$ cat config.mk
export PLATFORM = sky130hd
export DESIGN_NAME = qtable_update_sched
export DESIGN_NICKNAME = d
export VERILOG_FILES = /design/src/rtl/qtable_update_sched.sv
export SDC_FILE = /design/constraint.sdc
export NUM_CORES = 1
export LEC_CHECK = 0
export CORE_ASPECT_RATIO = 1.5
export CORE_MARGIN = 5
export CORE_UTILIZATION = 48
export DETAILED_ROUTE_END_ITERATION = 7
export GPL_TIMING_DRIVEN = 0
export PLACE_DENSITY = 0.72
export SLEW_MARGIN = 10
export SYNTH_ARGS = -nofsm -noshare
export SYNTH_HDL_FRONTEND = slang
export SYNTH_SLANG_ARGS = --single-unit
$ cat constraint.sdc
create_clock -name clk -period 9.7 [get_ports clk]
set_input_delay 0.97 -clock clk [delete_from_list [all_inputs] [get_ports clk]]
set_output_delay 0.97 -clock clk [all_outputs]
set_load 0.005 [all_outputs]
$ cat src/rtl/qtable_update_sched.sv
// qtable_update_sched: packet scheduler in front of the Q-table update engine.
// Received packets are buffered in a small FIFO. Packets with an invalid type are
// dropped and counted. The scheduler issues one packet at a time: it loads the operand
// registers, pulses upd_en for one cycle, and then waits for upd_done.
//
// Ports:
//   clk, nrst            clock and synchronous active-high reset
//   pkt_valid/pkt_ready  receiver handshake; pkt_ready = fifo_count < FIFO_DEPTH
//   pkt_*                packet fields (pkt_type 3'b000 is invalid)
//   upd_en               one-cycle start pulse to the update engine
//   upd_*                registered operands, held from one pop to the next
//   upd_done             engine completion; only honoured in the WAIT state
//   busy                 high in any state other than IDLE
//   fifo_count           number of queued packets
//   drop_count           saturating count of invalid-type packets
//   timeout_err          sticky watchdog flag
//
// Build option: define QUPD_TIMEOUT_EN to compile in the WAIT watchdog (TIMEOUT_CYC).
module qtable_update_sched #(
  parameter int unsigned WORD_WIDTH  = 16,
  parameter int unsigned FIFO_DEPTH  = 4,
  parameter int unsigned TIMEOUT_CYC = 64
) (
  input  logic                          clk,
  input  logic                          nrst,
  input  logic                          pkt_valid,
  output logic                          pkt_ready,
  input  logic [WORD_WIDTH-1:0]         pkt_source_id,
  input  logic [WORD_WIDTH-1:0]         pkt_source_hops,
  input  logic [WORD_WIDTH-1:0]         pkt_cluster_id,
  input  logic [WORD_WIDTH-1:0]         pkt_energy,
  input  logic [WORD_WIDTH-1:0]         pkt_qvalue,
  input  logic [WORD_WIDTH-1:0]         pkt_known_ch,
  input  logic [2:0]                    pkt_type,
  output logic                          upd_en,
  output logic [WORD_WIDTH-1:0]         upd_source_id,
  output logic [WORD_WIDTH-1:0]         upd_source_hops,
  output logic [WORD_WIDTH-1:0]         upd_cluster_id,
  output logic [WORD_WIDTH-1:0]         upd_energy,
  output logic [WORD_WIDTH-1:0]         upd_qvalue,
  output logic [WORD_WIDTH-1:0]         upd_known_ch,
  output logic [2:0]                    upd_type,
  input  logic                          upd_done,
  output logic                          busy,
  output logic [$clog2(FIFO_DEPTH):0]   fifo_count,
  output logic [7:0]                    drop_count,
  output logic                          timeout_err
);

  localparam int unsigned PtrW   = $clog2(FIFO_DEPTH);
  localparam int unsigned CntW   = PtrW + 1;
  localparam int unsigned EntryW = 6 * WORD_WIDTH + 3;

  // Elaboration-time parameter sanity check
  if (FIFO_DEPTH < 2 || (FIFO_DEPTH & (FIFO_DEPTH - 1)) != 0 || TIMEOUT_CYC == 0) begin : gBadParam
    $error("qtable_update_sched: FIFO_DEPTH must be a power of two >= 2 and TIMEOUT_CYC > 0");
  end

  typedef enum logic [1:0] {sIdle, sFire, sWait} stateType;

  stateType          state;
  logic [EntryW-1:0] fifoMem [FIFO_DEPTH];
  logic [PtrW-1:0]   wrPtr;
  logic [PtrW-1:0]   rdPtr;
  logic [EntryW-1:0] wrEntry;
  logic [EntryW-1:0] rdEntry;
  logic              doPush;
  logic              doWrite;
  logic              doPop;

  assign pkt_ready = fifo_count < CntW'(FIFO_DEPTH);
  assign doPush    = pkt_valid & pkt_ready;
  // Invalid packets are accepted (handshake completes) but never stored
  assign doWrite   = doPush & (pkt_type != 3'b000);
  assign doPop     = (state == sIdle) & (fifo_count != '0);
  assign wrEntry   = {pkt_type, pkt_source_id, pkt_source_hops, pkt_cluster_id,
                      pkt_energy, pkt_qvalue, pkt_known_ch};
  assign rdEntry   = fifoMem[rdPtr];

  // FIFO storage; emptiness is tracked by the pointers, so no reset is needed
  always_ff @(posedge clk) begin
    if (doWrite) fifoMem[wrPtr] <= wrEntry;
  end

  // FIFO pointers, occupancy and drop counter
  always_ff @(posedge clk) begin
    if (nrst) begin
      wrPtr      <= '0;
      rdPtr      <= '0;
      fifo_count <= '0;
      drop_count <= '0;
    end else begin
      if (doWrite) wrPtr <= wrPtr + PtrW'(1);
      if (doPop)   rdPtr <= rdPtr + PtrW'(1);
      case ({doWrite, doPop})
        2'b10:   fifo_count <= fifo_count + CntW'(1);
        2'b01:   fifo_count <= fifo_count - CntW'(1);
        default: fifo_count <= fifo_count;
      endcase
      if (doPush && pkt_type == 3'b000 && drop_count != 8'hFF)
        drop_count <= drop_count + 8'd1;
    end
  end

`ifdef QUPD_TIMEOUT_EN
  localparam int unsigned TmoW = $clog2(TIMEOUT_CYC + 1);
  logic [TmoW-1:0] waitCnt;
`else
  assign timeout_err = 1'b0;
`endif

  // Issue FSM with registered outputs
  always_ff @(posedge clk) begin
    if (nrst) begin
      state  <= sIdle;
      upd_en <= 1'b0;
      busy   <= 1'b0;
      {upd_type, upd_source_id, upd_source_hops, upd_cluster_id,
       upd_energy, upd_qvalue, upd_known_ch} <= '0;
`ifdef QUPD_TIMEOUT_EN
      waitCnt     <= '0;
      timeout_err <= 1'b0;
`endif
    end else begin
      case (state)
        sIdle: begin
          if (doPop) begin
            {upd_type, upd_source_id, upd_source_hops, upd_cluster_id,
             upd_energy, upd_qvalue, upd_known_ch} <= rdEntry;
            upd_en <= 1'b1;
            busy   <= 1'b1;
            state  <= sFire;
          end
        end
        sFire: begin
          // Any done seen here belongs to an earlier transaction and is ignored
          upd_en <= 1'b0;
          state  <= sWait;
`ifdef QUPD_TIMEOUT_EN
          waitCnt <= '0;
`endif
        end
        sWait: begin
          if (upd_done) begin
            busy  <= 1'b0;
            state <= sIdle;
`ifdef QUPD_TIMEOUT_EN
            waitCnt <= '0;
          end else if (waitCnt == TmoW'(TIMEOUT_CYC - 1)) begin
            // Last permitted WAIT cycle expired: abandon the packet
            busy        <= 1'b0;
            state       <= sIdle;
            timeout_err <= 1'b1;
            waitCnt     <= '0;
          end else begin
            waitCnt <= waitCnt + TmoW'(1);
`endif
          end
        end
        default: begin
          upd_en <= 1'b0;
          busy   <= 1'b0;
          state  <= sIdle;
        end
      endcase
    end
  end

endmodule

Word-level counts from Yosys, hierarchy flattened --
Memory sizes are Yosys's and may differ from the RTL's. A register that Yosys moved wholly into a read port is not among the register bits. Index checks and enable logic that the tools add are counted.
Word-level totals: ROM bits 0, memory bits (writable) 396, bits in latches 0, output and inout bits 114, logic and storage cells 47, register bits 19, memories 1, input port bits 103
Cells by class: bitwise operators 5, shifts and indexed selects 0, order comparisons 1, $add $sub $neg 5, $mul 0, reductions and logical operators 11, divide/modulo/power cells 0, eq/ne operators 7, multiplexer cells 10
Memory list:
- fifoMem | depth 4, bits a word 99, rd ports 1, clocked after memory_dff 1, write ports 1, RTL line 62 | logic [EntryW-1:0] fifoMem [FIFO_DEPTH];
Operators by type and width (number):
- $add A8 B1 Y8 const B | 1
- $ne A8 B8 Y1 const B | 1
- $pmux W2 S3 | 1
- $pmux W3 S2 | 1
- $reduce_and A2 Y1 | 3
- $reduce_bool A3 Y1 | 2
- $add A2 B1 Y2 const B | 2
- $eq A2 B1 Y1 const B | 2
- $eq A2 B2 Y1 const B | 2
- $mux W1 | 4
- $mux W2 | 2
- $ne A2 B2 Y1 const B | 2
- $add A3 B1 Y3 const B | 1
- $and A1 B1 Y1 | 3
- $logic_not A3 Y1 | 1
- $lt A3 B3 Y1 const B | 1
- $pmux W1 S3 | 1
- $reduce_and A3 Y1 | 1
- $sub A3 B1 Y3 const B | 1
- $logic_and A1 B1 Y1 | 2
- $logic_not A2 Y1 | 1
- $not A1 Y1 | 2
- $pmux W1 S2 | 1
- $reduce_bool A2 Y1 | 1

Longest topological paths before layout --
Gate-level depths: netlist (run 1).
depth in word-level cells 5, mapped depth 11

Worst setup path before layout (run 1) --
No wires, ideal clock.
path kind input -> register, from in pkt_valid, to mem fifoMem[0][0] (netlist bit), enable pin, arrival time 3534 ps, stages on the path 2, setup slack 5697 ps, path buffers 0, cells stage by stage and2b_2 and3_1
On the way: cells in the longest elaborated chain, start to end 4
RTL lines:
- start, declared | RTL line 26 | input logic pkt_valid,
- $and A1 B1 Y1 | RTL line 72 | assign doPush = pkt_valid & pkt_ready;
- $and A1 B1 Y1 | RTL line 74 | assign doWrite = doPush & (pkt_type != 3'b000);
- $mux W1 | RTL line 82 | if (doWrite) fifoMem[wrPtr] <= wrEntry;
- $mux W1 (implied by the code) | RTL line 82
- end, declared | RTL line 62
No other way between the ends.

Worst setup path after layout (run 1) --
from in pkt_type[2], to mem fifoMem[0][59] (netlist bit), enable pin
On the way: cells in the longest elaborated chain, start to end 4
RTL lines:
- start, declared | RTL line 34 | input logic [2:0] pkt_type,
- $reduce_bool A3 Y1 | RTL line 74
- $and A1 B1 Y1 | RTL line 74
- $mux W1 | RTL line 82
- $mux W1 (implied by the code) | RTL line 82
No other way between the ends.

==> results of run 1 <==
## sequential cells by signal (all words and copies together) (netlist names)
signal,cells
fifoMem,396
fifo_count,3
rdPtr,2
state,2
wrPtr,2
upd_type,3
upd_en,1
upd_source_hops,16
busy,1
upd_qvalue,16
drop_count,8
upd_source_id,16
upd_known_ch,16
upd_cluster_id,16
upd_energy,16
## cell usage after synthesis, types with 3 or more instances
cell type	n
clkbuf_1	21
edfxtp_1	396
buf_1	3
dfxtp_1	118
buf_12	10
inv_1	8
mux4_2	99
buf_4	3
nor2_1	15
o21ai_0	4
a21oi_1	18
and3_1	5
or3_1	5
nand2_1	111
nand3_1	4
buf_2	23
ha_1	6
xor2_1	4
a21oi_2	90
nand2_2	90
xnor2_1	3
## through the flow
| step | cell area [µm²] | power (mW) | setup WS [ps] |
|---|---|---|---|
| floorplan | 19280 | 4.126 | 5697 |
| global placement | 22050 | 4.916 | 2673 |
| detailed placement | 22290 | 4.952 | 6155 |
| CTS | 23850 | 6.815 | 6715 |
| global route | 23850 | 7.066 | 6681 |
| finish | 23850 | 6.714 | 6753 |
## area by class of cell
| cell class | instances | area [µm²] |
|---|---|---|
| flip-flops and latches | 514 | 14250 |
| plain buffers | 60 | 427.9 |
| fillers | 3019 | 16130 |
| repair buffers | 222 | 2362 |
| clock inverters | 25 | 251.5 |
| diodes | 2 | 5.005 |
| multi-input cells | 474 | 4581 |
| well taps | 506 | 633.1 |
| inverters | 9 | 35.03 |
| clock buffers | 61 | 1301 |
## worst max-delay path, stage by stage
cell and delay [ps]:
clkdlybuf4s50_1 730, or3_1 160, buf_2 170, and3_4 500, buf_16 300, buf_16 290
## power by group through the flow
stage               Sequential (mW)  Combinational, mW  Clock [mW]
floorplan                      2.94               1.18           0
global placement               2.97               1.94           0
detailed placement             2.96               1.99           0
CTS                            2.91               2.00        1.90
global route                   2.94               2.12        2.00
finish                         2.91               1.96        1.85
## metal layers
layer,up-vias,share of wire,global-route usage
li1,4569,-,-
met5,-,0.0013,0
met3,58,0.046,0.03091
met4,6,0.022,0.04953
met2,236,0.54,0.3361
met1,5060,0.39,0.2240
## path summary, 6_finish.rpt
kind,start,end,slack [ps],depth (start not counted)
worst max register to register,fifo_count[2]$_SDFFE_PP0P_,fifo_count[2]$_SDFFE_PP0P_,7020,11
worst min-delay path,upd_energy[11]$_SDFFE_PP0P_,upd_energy[11]$_SDFFE_PP0P_,460,2
worst max-delay path,pkt_type[2],fifoMem[0][59]$_DFFE_PP_,6750,6
worst min register to register,upd_energy[11]$_SDFFE_PP0P_,upd_energy[11]$_SDFFE_PP0P_,460,2
## cells by family after synthesis
group,share of synthesized area
xor+xnor,0.003180
fa+ha+maj,0.004933
compound gates,0.04926
flops,0.7394
mux,0.1167
buf+inv,0.02401
other cells,0.0001945
simple gates,0.06231
==> metrics.md, run 1 <==
| Metric | Value |
|---|---|
| Status | `complete, no violations` |
| CP endpoint kind | `flop` |
| Comb power frac | `0.292` |
| Ys async rst share | `0` |
| Initial DRT Pass Iterations | `4` |
| Count of different cell masters after synthesis | `38` |
| Die Wd | `~170 µm` |
| First-pass GRT wire length | `62.79 mm` |
| CTS max path bufs | `3` |
| Switch Pwr | `1.897 mW` |
| Synth area leader | `edfxtp_1` |
| Required time of the critical path | `9920 ps` |
| Total of warnings raised by yosys | `0` |
| Port bufs | `around 210` |
| Data arrival, critical path | `3170 ps` |
| Final min period | `2947 ps` |
| Clock share of power | `0.275` |
| Initial antenna violation count | `5` |
| Die Ht | `255.4 µm` |
| Area of the mapped netlist | `0.01928 mm²` |
| RSZ-0062 raised after global routing | `false` |
| CTS H-tree depth | `2` |
| Post-synthesis sequential area ratio | `0.7394` |
| Clk sinks | `514` |
| Final Skew | `9.575 ps` |
| Fmax | `339.3 MHz` |
| Sum of negative setup slack | `0 ps` |
| Layout Utilization | `0.5966` |
| Largest net degree at the start of global routing | `46` |
| Worst vdd ir | `0.0001591 V` |
| Fin Hold WS | `464.3 ps` |
| Vias per cell | `~5.3` |
| Actual slew at the worst max-slew pin | `953.6 ps` |
| # IOs | `between 200 and 250` |
| Post-CTS setup buffers | `0` |
| Final Wtd Congestion | `a little over 0.7` |
| HPWL Detailed | `25.92 mm` |
| Nets | `1438` |
| Initial core utilization | `0.4822` |
| Pins over their slew limit | `0` |
| Max-cap violations | `0` |
| CTS root buf | `clkbuf_16` |
| Synth top area share | `0.6169` |
| Post-Syn Area per Cell | `about 18 µm²` |
| Final period util | `0.3038` |
| Cell internal pwr | `4.817 mW` |
| Switching share of power | `0.2825` |
| Min-Delay Path Class | `flop to flop` |
| Post-CTS Resized | `0` |
| Final hold viol count | `0` |
| Post-synth EDFFs | `just under 400` |
| CP Max Fanout | `41` |
| Pwr dens | `approximately 280 mW/mm²` |
| Sequential Power Share | `0.433` |
| # DRC | `0` |
| Startpoint Class | `input pin` |
| Worst skew pair latency | `550 ps` |
| Static leakage | `7.619 nW` |
| Post-CTS Hold Buffers | `0` |
| Commonest non-fill, non-tap cell in the layout | `edfxtp_1` |
| Final WL | `40.65 mm` |
| Iteration-0 DRC Markers | `604` |
| Post-synth top flop | `edfxtp_1` |
| Clock buffer count from CTS | `47` |
| CTS clk-pin slew, worst paths | `around 60 ps` |
| Gr usage total | `0.1831` |
| Yosys reg bits | `~510` |
| Synth top area cells | `edfxtp_1 62%, dfxtp_1 12%, mux4_2 12%, a21oi_2 4.1%, nand2_2 2.9%` |
| GR Overflow Total | `0` |
| CORE AREA | `0.03998 mm²` |
| DR WL/cell | `21.70 µm` |
| Syn Nets | `approximately 1.2k` |
| Non-filler cells in the finished layout | `1873` |
| Number of cells after detailed placement | `between 1.5k and 2k` |
| Die Area | `0.04435 mm²` |
| CTS tree | `built` |
| Via count | `just under 10k` |
| Post-Syn Instances | `approximately 1.1k` |
| Slew headroom | `0.3643` |
| Most frequent cells in the layout | `396 x edfxtp_1, 214 x clkdlybuf4s50_1, 118 x dfxtp_1, 111 x nand2_1, 99 x mux4_2` |
| Area grow syn2layout | `23.72%` |
| Post-route ant nets | `0` |
| Share of cells above drive strength 1 | `0.2938` |
| Rows | `90` |
| CP Class | `input pin to flop` |
| Final setup viols | `0` |
| Vias in the first global route | `about 11k` |
Power figures use the tool's default switching activity.
==> inputs of run 2 (changes only) <==
==> constraint.sdc (replaced) <==
create_clock -name clk -period 3 [get_ports clk]
set_input_delay 0.3 -clock clk [delete_from_list [all_inputs] [get_ports clk]]
set_output_delay 0.3 -clock clk [all_outputs]
set_load 0.005 [all_outputs]
==> metrics.md, run 2 (synthesis results as in run 1) <==
| Metric | Value |
|---|---|
| Status | `complete, no violations` |
| CORE AREA | `0.03998 mm²` |
| Final WL | `40.49 mm` |
| Max FFs per register | `396` |
| Initial core utilization | `0.4822` |
| Largest net degree at the start of global routing | `between 40 and 50` |
| Startpoint Class | `flop` |
| Area grow syn2layout | `23.41%` |
| Hold Path Stages | `1` |
| Worst r2r path cells | `11` |
| R2r setup slk | `350 ps` |
| RSZ-0062 raised after global routing | `false` |
| Share of cells above drive strength 1 | `0.2926` |
| Die Wd | `173.6 µm` |
| Via count | `around 10k` |
| Slew headroom | `0.3916` |
| FF-to-FF End | `fifo_count[2]$_SDFFE_PP0P_` |
| Final period util | `0.8835` |
| Initial DRT Pass Iterations | `4` |
| Port bufs | `roughly 210` |
| Worst Hold End | `fifoMem[2][41]$_DFFE_PP_` |
| CTS H-tree depth | `2` |
| Data arrival, critical path | `between 3000 and 4000 ps` |
| Final Wtd Congestion | `0.7427` |
| Post-route ant nets | `0` |
| Largest stage delay, worst path | `480 ps` |
| Top Usage Layer GRT | `met2` |
| GR Overflow Total | `0` |
| Post-CTS setup buffers | `0` |
| Initial antenna violation count | `4` |
| Die Area | `about 0.044 mm²` |
| # IOs | `217` |
| Min-Delay Path Class | `input pin to flop` |
| CP Class | `flop to flop` |
| Most frequent cells in the layout | `396 x edfxtp_1, 214 x clkdlybuf4s50_1, 118 x dfxtp_1, 111 x nand2_1, 99 x mux4_2` |
| Buffers & Inverters on Critical Path | `4` |
| Rows | `90` |
| First-pass GRT wire length | `approximately 63 mm` |
| Pwr dens | `roughly 900 mW/mm²` |
| Clk sinks | `514` |
| Worst-path cell chain | `nor3_1, or3_1, buf_2, clkinv_2, buf_2, ha_1, inv_1, fa_1, xor2_1, or3_1, a21oi_1` |
| Final hold viol count | `0` |
| Vias in the first global route | `10.89k` |
| Vias per cell | `roughly 5.3` |
| Max-cap violations | `0` |
| Met1 usage | `0.2201` |
| Fmax | `377.3 MHz` |
| CP Max Fanout | `10` |
| Worst skew pair latency | `560 ps` |
| Iteration-0 DRC Markers | `552` |
| Final setup viols | `0` |
| CTS clk-pin slew, worst paths | `60 ps` |
| Clock buffer count from CTS | `47` |
| Post-CTS Resized | `0` |
| CTS tree | `built` |
| Worst Hold Launch | `pkt_energy[9]` |
| DR WL/cell | `21.57 µm` |
| HPWL Detailed | `~26 mm` |
| Commonest non-fill, non-tap cell in the layout | `edfxtp_1` |
| Number of cells after detailed placement | `1785` |
| Gr usage total | `0.1838` |
| CP endpoint kind | `flop` |
| Non-filler cells in the finished layout | `1877` |
| CTS root buf | `clkbuf_16` |
| Post-CTS Hold Buffers | `0` |
| Fin Hold WS | `369.9 ps` |
| GRT met3 Usage | `0.03135` |
| Actual slew at the worst max-slew pin | `912.6 ps` |
| Top reg by flops | `fifoMem` |
| Nets | `1438` |
| Worst vdd ir | `0.0005182 V` |
| R2R Path Start | `fifo_count[2]$_SDFFE_PP0P_` |
| Die Ht | `255.4 µm` |
| Routing usage on met2 | `0.3393` |
| Crit path max-delay family | `simple AND/OR/NAND/NOR gates` |
| # DRC | `0` |
| Required time of the critical path | `around 3500 ps` |
| Pins over their slew limit | `0` |
| Crit-path slowest cell | `dfxtp_1` |
| Final min period | `approximately 2700 ps` |
| Static leakage | `7.579 nW` |
| CTS max path bufs | `3` |
| Final Skew | `18.30 ps` |
-- run 2: where the power goes --
group / switching, mW / leakage [nW] / internal (mW) / total (mW)
Combinational: 3.12 / 2.26 / 3.19 / 6.31
Sequential: 0.519 / 4.59 / 8.89 / 9.40
Clock: 2.53 / 0.735 / 3.35 / 5.88
-- run 2: worst register-to-register path: stages, from the launching register on --
cell      delay (ps)
dfxtp_1          480
nor3_1           120
or3_1            300
buf_2            150
clkinv_2          60
buf_2            220
ha_1             220
inv_1             60
fa_1             370
xor2_1           160
or3_1            300
a21oi_1          140
-- run 2: metrics by stage --
stage               setup TNS, ps    util  instance area [µm²]  worst slack [ps]  power, mW
floorplan                       0       -                19280             643.5      13.31
global placement          -426630  0.5518                22060             -1102      15.85
detailed placement              0  0.5571                22270             266.4      16.01
CTS                             0  0.5949                23780             321.2      21.92
global route                    0  0.5951                23790             150.8      22.69
finish                          0  0.5951                23790             349.5      21.59
-- run 2: worst max path at each step --
stage                                    start                    endpoint  slack (ps)  depth (start not counted)
floorplan           fifo_count[2]$_SDFFE_PP0P_  fifo_count[2]$_SDFFE_PP0P_         640                         11
global placement                   pkt_type[2]    fifoMem[0][61]$_DFFE_PP_       -1100                          4
detailed placement                 pkt_type[2]  fifo_count[2]$_SDFFE_PP0P_         270                         10
CTS                 fifo_count[2]$_SDFFE_PP0P_  fifo_count[2]$_SDFFE_PP0P_         320                         11
global route        fifo_count[2]$_SDFFE_PP0P_  fifo_count[2]$_SDFFE_PP0P_         150                         11
finish              fifo_count[2]$_SDFFE_PP0P_  fifo_count[2]$_SDFFE_PP0P_         350                         11
-- run 2: routing by layer --
metal / part of all wire / up-vias
met4: 0.025 / 0
met3: 0.043 / 66
met2: 0.55 / 230
li1: - / 4568
met5: 0 / -
met1: 0.38 / 5110
-- run 2: cell type report --
type                    count  area, µm²
fillers                  3001      16190
flip-flops and latches    514      14250
multi-input cells         474       4581
repair buffers            222       2340
clock buffers              69       1289
well taps                 506      633.1
plain buffers              60      427.9
clock inverters            19      221.5
inverters                   9      35.03
diodes                      4      10.01
